## src/rtl/fp_align_ctrl.sv

```systemverilog
// Exponent-alignment sequencer for the FP adder: swaps operands by exponent, right-shifts the small mantissa.
// Optional ALIGN_BARREL_EN: whole shift done in the capture cycle instead of one bit per cycle.
module fp_align_ctrl #(
    parameter int unsigned EXP_SIZE  = 8,
    parameter int unsigned MANT_SIZE = 23
) (
    input  logic                          in_clk,
    input  logic                          in_rst_n,
    input  logic [EXP_SIZE+MANT_SIZE:0]   in_A,
    input  logic [EXP_SIZE+MANT_SIZE:0]   in_B,
    input  logic                          in_valid,
    output logic                          in_ready,
    output logic                          out_valid,
    input  logic                          out_ready,
    output logic [1:0]                    out_code,
    output logic                          out_swap,
    output logic                          out_sign_big,
    output logic                          out_sign_small,
    output logic [EXP_SIZE-1:0]           out_exp,
    output logic [MANT_SIZE+2:0]          out_mant_big,
    output logic [MANT_SIZE+2:0]          out_mant_small,
    output logic                          out_sticky
);

    localparam int unsigned W    = MANT_SIZE + 3;
    localparam int unsigned OP_W = 1 + EXP_SIZE + MANT_SIZE;

    localparam logic [1:0] CODE_EQUAL = 2'b00;
    localparam logic [1:0] CODE_SMALL = 2'b01;
    localparam logic [1:0] CODE_GREAT = 2'b10;

    typedef enum logic [1:0] {S_IDLE, S_SHIFT, S_DONE} state_t;

    state_t                r_state, w_state_nxt;
    logic [1:0]            r_code;
    logic                  r_swap, r_sign_big, r_sign_small, r_sticky;
    logic [EXP_SIZE-1:0]   r_exp, r_cnt;
    logic [W-1:0]          r_mant_big, r_mant_small;

    logic [EXP_SIZE-1:0]   w_exp_a, w_exp_b, w_exp_big, w_exp_small, w_diff;
    logic [W-1:0]          w_ext_a, w_ext_b, w_ext_big, w_ext_small;
    logic [W-1:0]          w_cap_mant_small;
    logic [1:0]            w_code;
    logic                  w_swap, w_flush, w_cap_sticky, w_go_shift;
`ifdef ALIGN_BARREL_EN
    logic [W-1:0]          w_shifted, w_lost;
`endif

    // Operand unpack, compare and capture values for the accept cycle
    always_comb begin
        w_exp_a     = in_A[OP_W-2 -: EXP_SIZE];
        w_exp_b     = in_B[OP_W-2 -: EXP_SIZE];
        w_ext_a     = {(|w_exp_a), in_A[MANT_SIZE-1:0], 2'b00};
        w_ext_b     = {(|w_exp_b), in_B[MANT_SIZE-1:0], 2'b00};
        w_swap      = (w_exp_a < w_exp_b);
        w_code      = (w_exp_a == w_exp_b) ? CODE_EQUAL : (w_swap ? CODE_SMALL : CODE_GREAT);
        w_exp_big   = w_swap ? w_exp_b : w_exp_a;
        w_exp_small = w_swap ? w_exp_a : w_exp_b;
        w_ext_big   = w_swap ? w_ext_b : w_ext_a;
        w_ext_small = w_swap ? w_ext_a : w_ext_b;
        w_diff      = w_exp_big - w_exp_small;
        w_flush     = (32'(w_diff) >= 32'(W));
`ifdef ALIGN_BARREL_EN
        w_shifted   = w_ext_small >> w_diff;
        w_lost      = w_ext_small & ~({W{1'b1}} << w_diff);
`endif
        w_cap_mant_small = w_ext_small;
        w_cap_sticky     = 1'b0;
        w_go_shift       = 1'b0;
        if (w_flush) begin
            w_cap_mant_small = '0;
            w_cap_sticky     = |w_ext_small;
        end else if (w_diff != '0) begin
`ifdef ALIGN_BARREL_EN
            w_cap_mant_small = w_shifted;
            w_cap_sticky     = |w_lost;
`else
            w_go_shift       = 1'b1;
`endif
        end
    end

    always_ff @(posedge in_clk) begin
        if (!in_rst_n) r_state <= S_IDLE;
        else           r_state <= w_state_nxt;
    end

    always_comb begin
        w_state_nxt = r_state;
        case (r_state)
            S_IDLE:  if (in_valid) w_state_nxt = w_go_shift ? S_SHIFT : S_DONE;
            S_SHIFT: if (r_cnt == EXP_SIZE'(1)) w_state_nxt = S_DONE;
            S_DONE:  if (out_ready) w_state_nxt = S_IDLE;
            default: w_state_nxt = S_IDLE;
        endcase
    end

    always_comb begin
        in_ready  = 1'b0;
        out_valid = 1'b0;
        case (r_state)
            S_IDLE:  in_ready  = 1'b1;
            S_DONE:  out_valid = 1'b1;
            default: ;
        endcase
    end

    // Result registers: loaded on accept, shifted in SHIFT, held otherwise
    always_ff @(posedge in_clk) begin
        if (!in_rst_n) begin
            r_code       <= '0;
            r_swap       <= 1'b0;
            r_sign_big   <= 1'b0;
            r_sign_small <= 1'b0;
            r_exp        <= '0;
            r_cnt        <= '0;
            r_mant_big   <= '0;
            r_mant_small <= '0;
            r_sticky     <= 1'b0;
        end else begin
            case (r_state)
                S_IDLE: if (in_valid) begin
                    r_code       <= w_code;
                    r_swap       <= w_swap;
                    r_sign_big   <= w_swap ? in_B[OP_W-1] : in_A[OP_W-1];
                    r_sign_small <= w_swap ? in_A[OP_W-1] : in_B[OP_W-1];
                    r_exp        <= w_exp_big;
                    r_cnt        <= w_diff;
                    r_mant_big   <= w_ext_big;
                    r_mant_small <= w_cap_mant_small;
                    r_sticky     <= w_cap_sticky;
                end
                S_SHIFT: begin
                    r_sticky     <= r_sticky | r_mant_small[0];
                    r_mant_small <= r_mant_small >> 1;
                    r_cnt        <= r_cnt - EXP_SIZE'(1);
                end
                default: ;
            endcase
        end
    end

    assign out_code       = r_code;
    assign out_swap       = r_swap;
    assign out_sign_big   = r_sign_big;
    assign out_sign_small = r_sign_small;
    assign out_exp        = r_exp;
    assign out_mant_big   = r_mant_big;
    assign out_mant_small = r_mant_small;
    assign out_sticky     = r_sticky;

endmodule

```

## config.mk

```make
export PLATFORM = sky130hd
export DESIGN_NAME = fp_align_ctrl
export DESIGN_NICKNAME = d
export VERILOG_FILES = /design/src/rtl/fp_align_ctrl.sv
export SDC_FILE = /design/constraint.sdc
export NUM_CORES = 1
export LEC_CHECK = 0
export ABC_AREA = 1
export BUFFER_PORTS_ARGS = -buffer_cell sky130_fd_sc_hd__buf_2
export CAP_MARGIN = 20
export CORE_ASPECT_RATIO = 0.9
export CORE_UTILIZATION = 47
export DETAILED_ROUTE_END_ITERATION = 10
export PLACE_DENSITY = 0.8
export SYNTH_ARGS = -nofsm -noshare
export SYNTH_HDL_FRONTEND = slang
export SYNTH_SLANG_ARGS = --single-unit
```

## constraint.sdc

```tcl
create_clock -name in_clk -period 2.6 [get_ports in_clk]
set_input_delay 0.39 -clock in_clk [delete_from_list [all_inputs] [get_ports in_clk]]
set_output_delay 0.39 -clock in_clk [all_outputs]
set_load 0.05 [all_outputs]
```

# == Word-level counts from Yosys, hierarchy flattened ==
# Cells that the tools add are included.
# classes
n_mux,25
n_reduce_logical,9
magnitude_cmp,2
eq_ne,7
add_sub_neg,2
n_bitwise,1
# ops
cell,n
26-bit two-way mux,4
26-bit case mux with 2 select lines,1
26-bit OR reduction,1
8-bit two-way mux,3
8-bit case mux with 2 select lines,1
8-bit OR reduction,2
2-bit two-way mux,6
"8-bit by 1-bit equality test with 1-bit output, second input constant",1
8-bit equality test,1
"8-bit by 5-bit greater-or-equal comparator with 1-bit output, second input constant",1
8-bit less-than comparator,1
1-bit two-way mux,8
8-bit nonzero test,1
"8-bit by 1-bit subtractor with 8-bit output, second input constant",1
8-bit subtractor,1
"2-bit inequality test, second input constant",3
2-bit case mux with 3 select lines,1
2-bit AND reduction,2
3-bit AND reduction,1
"2-bit by 1-bit equality test with 1-bit output, second input constant",1
"2-bit equality test, second input constant",1
2-bit logical NOT,1
1-bit case mux with 2 select lines,1
2-bit nonzero test,1
1-bit bitwise OR,1
# totals
inputBits,68
output_inout_bits,68
word_cells,56
reg_bits,76

# == Logic depth before layout (Yosys ltp) ==
# logic_depth
ltp_word,9
depth_mapped,24
ltp_nobuf,23

# == Least setup slack after synthesis ==
# Ideal clock, no wire load.
# synth_path
path_type,input to register
start,in in_B[28]
end,"reg r_mant_small[13], in the netlist out_mant_small[13]"
t_arrival_ns,2.510
stages,21
n_path_buf,1
slack_ns,0.019
setup_ns,0.071
path_cell_list,inv_1 -> ha_1 -> a21oi_1 -> nor2_2 -> nor2_8 -> nand2_4 -> nand2_1 -> nand3_1 -> ha_1 -> inv_1 -> nand2_1 -> nand2_1 -> nand2_1 -> nand2_1 -> nand2_1 -> nand3_1 -> nand2_2 -> nor2_8 -> buf_8 -> nand2_2 -> a21oi_2
# synth_between
elab_chain_cells,7
word_cells_on_any_way,9
classes_between,add/sub: 1; order compare: 2; mux: 6
# synth_rtl
item,line_no,text
"start, declared",10,"input logic [EXP_SIZE+MANT_SIZE:0] in_B,"
8-bit less-than comparator,55,w_swap = (w_exp_a < w_exp_b);
"8-bit two-way mux, on equally long branches","57, 58",
8-bit subtractor,61,w_diff = w_exp_big - w_exp_small;
8-bit by 5-bit greater-or-equal comparator with 1-bit output,62,w_flush = (32'(w_diff) >= 32'(W));
26-bit two-way mux (*),70,if (w_flush) begin
26-bit two-way mux (*),122,S_IDLE: if (in_valid) begin
26-bit case mux with 2 select lines (*),121,case (r_state)
"end signal, assigned",130,r_mant_small <= w_cap_mant_small;
"end signal, assigned",135,r_mant_small <= r_mant_small >> 1;
"end, declared",38,"logic [W-1:0] r_mant_big, r_mant_small;"
# Mark *: on every way between the ends. The rest lies on a longest branch, timed or not. The select of a mux whose other input is x is not followed.
# A chain may end at the register's enable or synchronous reset.

# == Worst setup path in the final report ==
# layout_path
start,in in_B[27]
end,"reg r_mant_small[18], in the netlist out_mant_small[18]"
# The elaborated chain is that of the path after synthesis.

==> impl_results.md <==
- Run status: completed
- CTS clk-pin slew, worst paths: 0.09 ns
- Clock Sinks: 74
- Int Pwr: between 2 and 3 mW
- Most used flip-flop cell after synthesis: dfxtp_1
- Synthesis warning total: 0
- Area contributors post-synth: dfxtp_1 32%, nand2_1 9.1%, inv_1 8.6%, o21ai_0 6.9%, o211ai_1 5.0%
- CTS tree: yes
- Reg2reg setup slack: 0.85 ns
- PD cells: 755.6 nW/µm²
- Lkg Pwr: 3.296 nW
- Post-Syn Area: between 4000 and 5000 µm²
- Post-synthesis sequential area ratio: about a third
- M3 GR Usage: 6.161%
- Clock Skew: 0.008052 ns
- R2r endpoint: r_cnt[3]$_SDFFE_PN0P_
- Die area: 10260 µm²
- Fin cells: 1010
- ANT cells: 0
- 1st-iter DRT viols: 363
- Peak supply drop: 789.6 µV
- Vias in the first global route: a little under 5000
- Initial Util: 49.64%
- Clock Path Buffers: 2
- Critical setup path kind: in2reg
- Row count: 33
- Asr flop ratio synth: 0%
- Post-cts hold buffer count: 0
- HPWL Detailed: 10570 µm
- Met2 Track Usage GR: a little under half
- Placement Setup Slack: -0.3261 ns
- R2R depth: 7
- Via count: 5292
- # setup viols final: 0
- RR Startpoint: r_state[0]$_SDFFE_PN0P_
- DR pass1 iterations: 6
- First-pass GRT wire length: roughly 23000 µm
- Worst Path Arrival: 2.80 ns
- Layout cells sized above 1: 36.60%
- Post-synth top area share: 31.98%
- Final setup TNS: 0 ns
- Fin. Hold Viols: 0
- Worst relative slew slack: 55.67%
- Req. time, crit path: between 2 and 3 ns
- Final WL: 14330 µm
- Tcrit/Tclk final: 96.17%
- Worst-margin pin slew: between 0.6 and 0.7 ns
- Dpl cell area: 5953 µm²
- Number of I/O pins: 136
- Crit path to: out_mant_small[18]$_SDFFE_PN0P_
- CTS buffer count: 9
- Pin count of the biggest net entering global routing: 66
- DRC violations left: 0
- Pwr Total: 4.801 mW
- Clock power share: roughly a fifth
- Area Growth Syn to Fin: 37.20%
- Buffers on Ports: around 130
- Via/cell ratio: 5.240
- Sw Share: 47.06%
- Final net count: 962
- Final hold slack: 0.3801 ns
- Logic gate share of total power: roughly half
- Die W: 106.6 µm
- Net Switching: 2.260 mW
- Post-synth EDFFs: 0
- Die Ht: around 96 µm
- Yosys cell types: 35
- Max-cap check violation count: 0
- Gr usage total: 27.74%
- Min cycle time layout: 2.500 ns
- Startpoint Class: input port
- Core area: 9331 µm²
- Finished Cell Area: 6355 µm²
- Post-synthesis cell count: ~690
- Clock Latency Late Sink: 0.36 ns
- Sequential share of power: 30.1%
- WL/cell: 14.19 µm
- Area leader, netlist: dfxtp_1
- H-tree depth: 3
- Max FO, Critical Path: 8
- RePlAce Congestion: 1.034
- Max Freq: 399.9 MHz
- Flops & latches, synth: 74
- Critical path origin: in_B[27]
- Worst hold path class: in2reg
- CP Capture Type: register
- Post-route core utilization: 68.10%
- Initial antenna violation count: 0
- Slew Viols, Final: 0
- Avg Cell Area, Syn: 6.742 µm²
- Final worst slack: 0.09967 ns
- ANT nets after route: 0
- Met1 usage: about 36%
- Clk root buf: clkbuf_8
- Busiest grt layer: met2
- DP Cell Count: 987
- GRT overflow: 0
## area by class of cell
| cell class | instances | area, µm² |
|---|---|---|
| flip-flops and latches | 74 | 1481 |
| fillers | 804 | 2977 |
| well taps | 122 | 152.6 |
| clock inverters | 7 | 85.08 |
| clock buffers | 9 | 123.9 |
| inverters | 109 | 409.1 |
| repair buffers | 225 | 1445 |
| multi-input cells | 464 | 2658 |
## power by group through the flow
stage / sequential [mW] / combinational, mW / clock [mW]
2_1_floorplan: 1.97 / 1.11 / 0
3_3_place_gp: 1.45 / 2.27 / 0
3_5_place_dp: 1.46 / 2.31 / 0
4_1_cts: 1.44 / 2.32 / 0.976
5_1_grt: 1.47 / 2.60 / 1.04
6_report: 1.44 / 2.40 / 0.956
## repair_timing
| item | in CTS | in global routing |
|---|---|---|
| setup endpoints to repair | 0 | 27 |
| gates resized for setup | 0 | 25 |
| buffers inserted | 0 | 5 |
| endpoints found under the hold margin | 0 | 0 |
## Yosys cell counts, drive strengths merged, types with 3 or more instances
cell / count
dfxtp: 74
inv: 109
nand2: 144
a22oi: 23
nand4: 12
o21a: 4
nand3: 37
ha: 11
o211ai: 31
o21ai: 64
clkbuf: 34
buf: 7
a21oi: 62
nor4: 3
nor2: 59
## kinds of logic after synthesis
family	share of synthesized area, %
and+or+nand+nor	26.04
AOI/OAI and AO/OA	25.91
buffers and inverters	13.02
DFF	31.98
adders and majority gates	2.971
other	0.08096
## placed cells by master (no fill, tap or decap), types with 3 or more instances in the layout
| cell | n |
|---|---|
| dfxtp_1 | 74 |
| buf_4 | 85 |
| nand2_2 | 39 |
| a21oi_1 | 39 |
| inv_1 | 105 |
| inv_2 | 4 |
| clkbuf_8 | 9 |
| a21oi_2 | 22 |
| o21a_1 | 4 |
| nand3_1 | 33 |
| nand4_1 | 12 |
| buf_12 | 4 |
| nand2_1 | 101 |
| nand3_2 | 4 |
| nor2_1 | 54 |
| ha_1 | 8 |
| a22oi_1 | 23 |
| buf_2 | 133 |
| o21ai_0 | 64 |
| nand2_4 | 4 |
| o211ai_1 | 31 |
| nor4_1 | 3 |
## worst min path at each step
stage,from,end,slack [ns],cells after the start
final,in_A[31],out_sign_small$_SDFFE_PN0P_,0.38,5
after global routing,in_A[6],out_mant_big[8]$_SDFFE_PN0P_,0.40,5
after CTS,in_A[7],out_mant_big[9]$_SDFFE_PN0P_,0.37,5
after detailed placement,out_code[0]$_SDFFE_PN0P_,out_code[0]$_SDFFE_PN0P_,0.46,2
after global placement,out_code[0]$_SDFFE_PN0P_,out_code[0]$_SDFFE_PN0P_,0.45,2
after floorplan,r_cnt[1]$_SDFFE_PN0P_,r_cnt[1]$_SDFFE_PN0P_,0.46,2
## registers in the layout, indices dropped and copies added (netlist names)
register / count
out_mant_small: 26
out_mant_big: 24
out_exp: 8
r_cnt: 8
out_code: 2
r_state: 2
out_sign_big: 1
out_sign_small: 1
out_sticky: 1
out_swap: 1
## worst max-delay path, stage by stage
cell and delay (ns):
buf_2 0.09, inv_1 0.05, ha_1 0.32, nand2_1 0.12, nor2_4 0.16, nand2_4 0.10, nand3_1 0.14, nand3_2 0.11
ha_2 0.18, inv_2 0.06, nand2_2 0.07, nand2_2 0.09, nand2_2 0.06, nand2_1 0.05, nand2_1 0.04, nand3_1 0.11
nand2_4 0.09, nor2_8 0.20, clkbuf_16 0.19, nand2_2 0.05, a21oi_2 0.11
## layer usage
layer | share of wire (%) | vias up | wire, µm
met5 | 0 | - | 0
met1 | 46 | 2408 | 6533
met4 | 1.8 | 0 | 260
met3 | 6.4 | 28 | 916
met2 | 46 | 201 | 6617
li1 | - | 2655 | -
No activity file was read; power rests on OpenSTA's default activity.
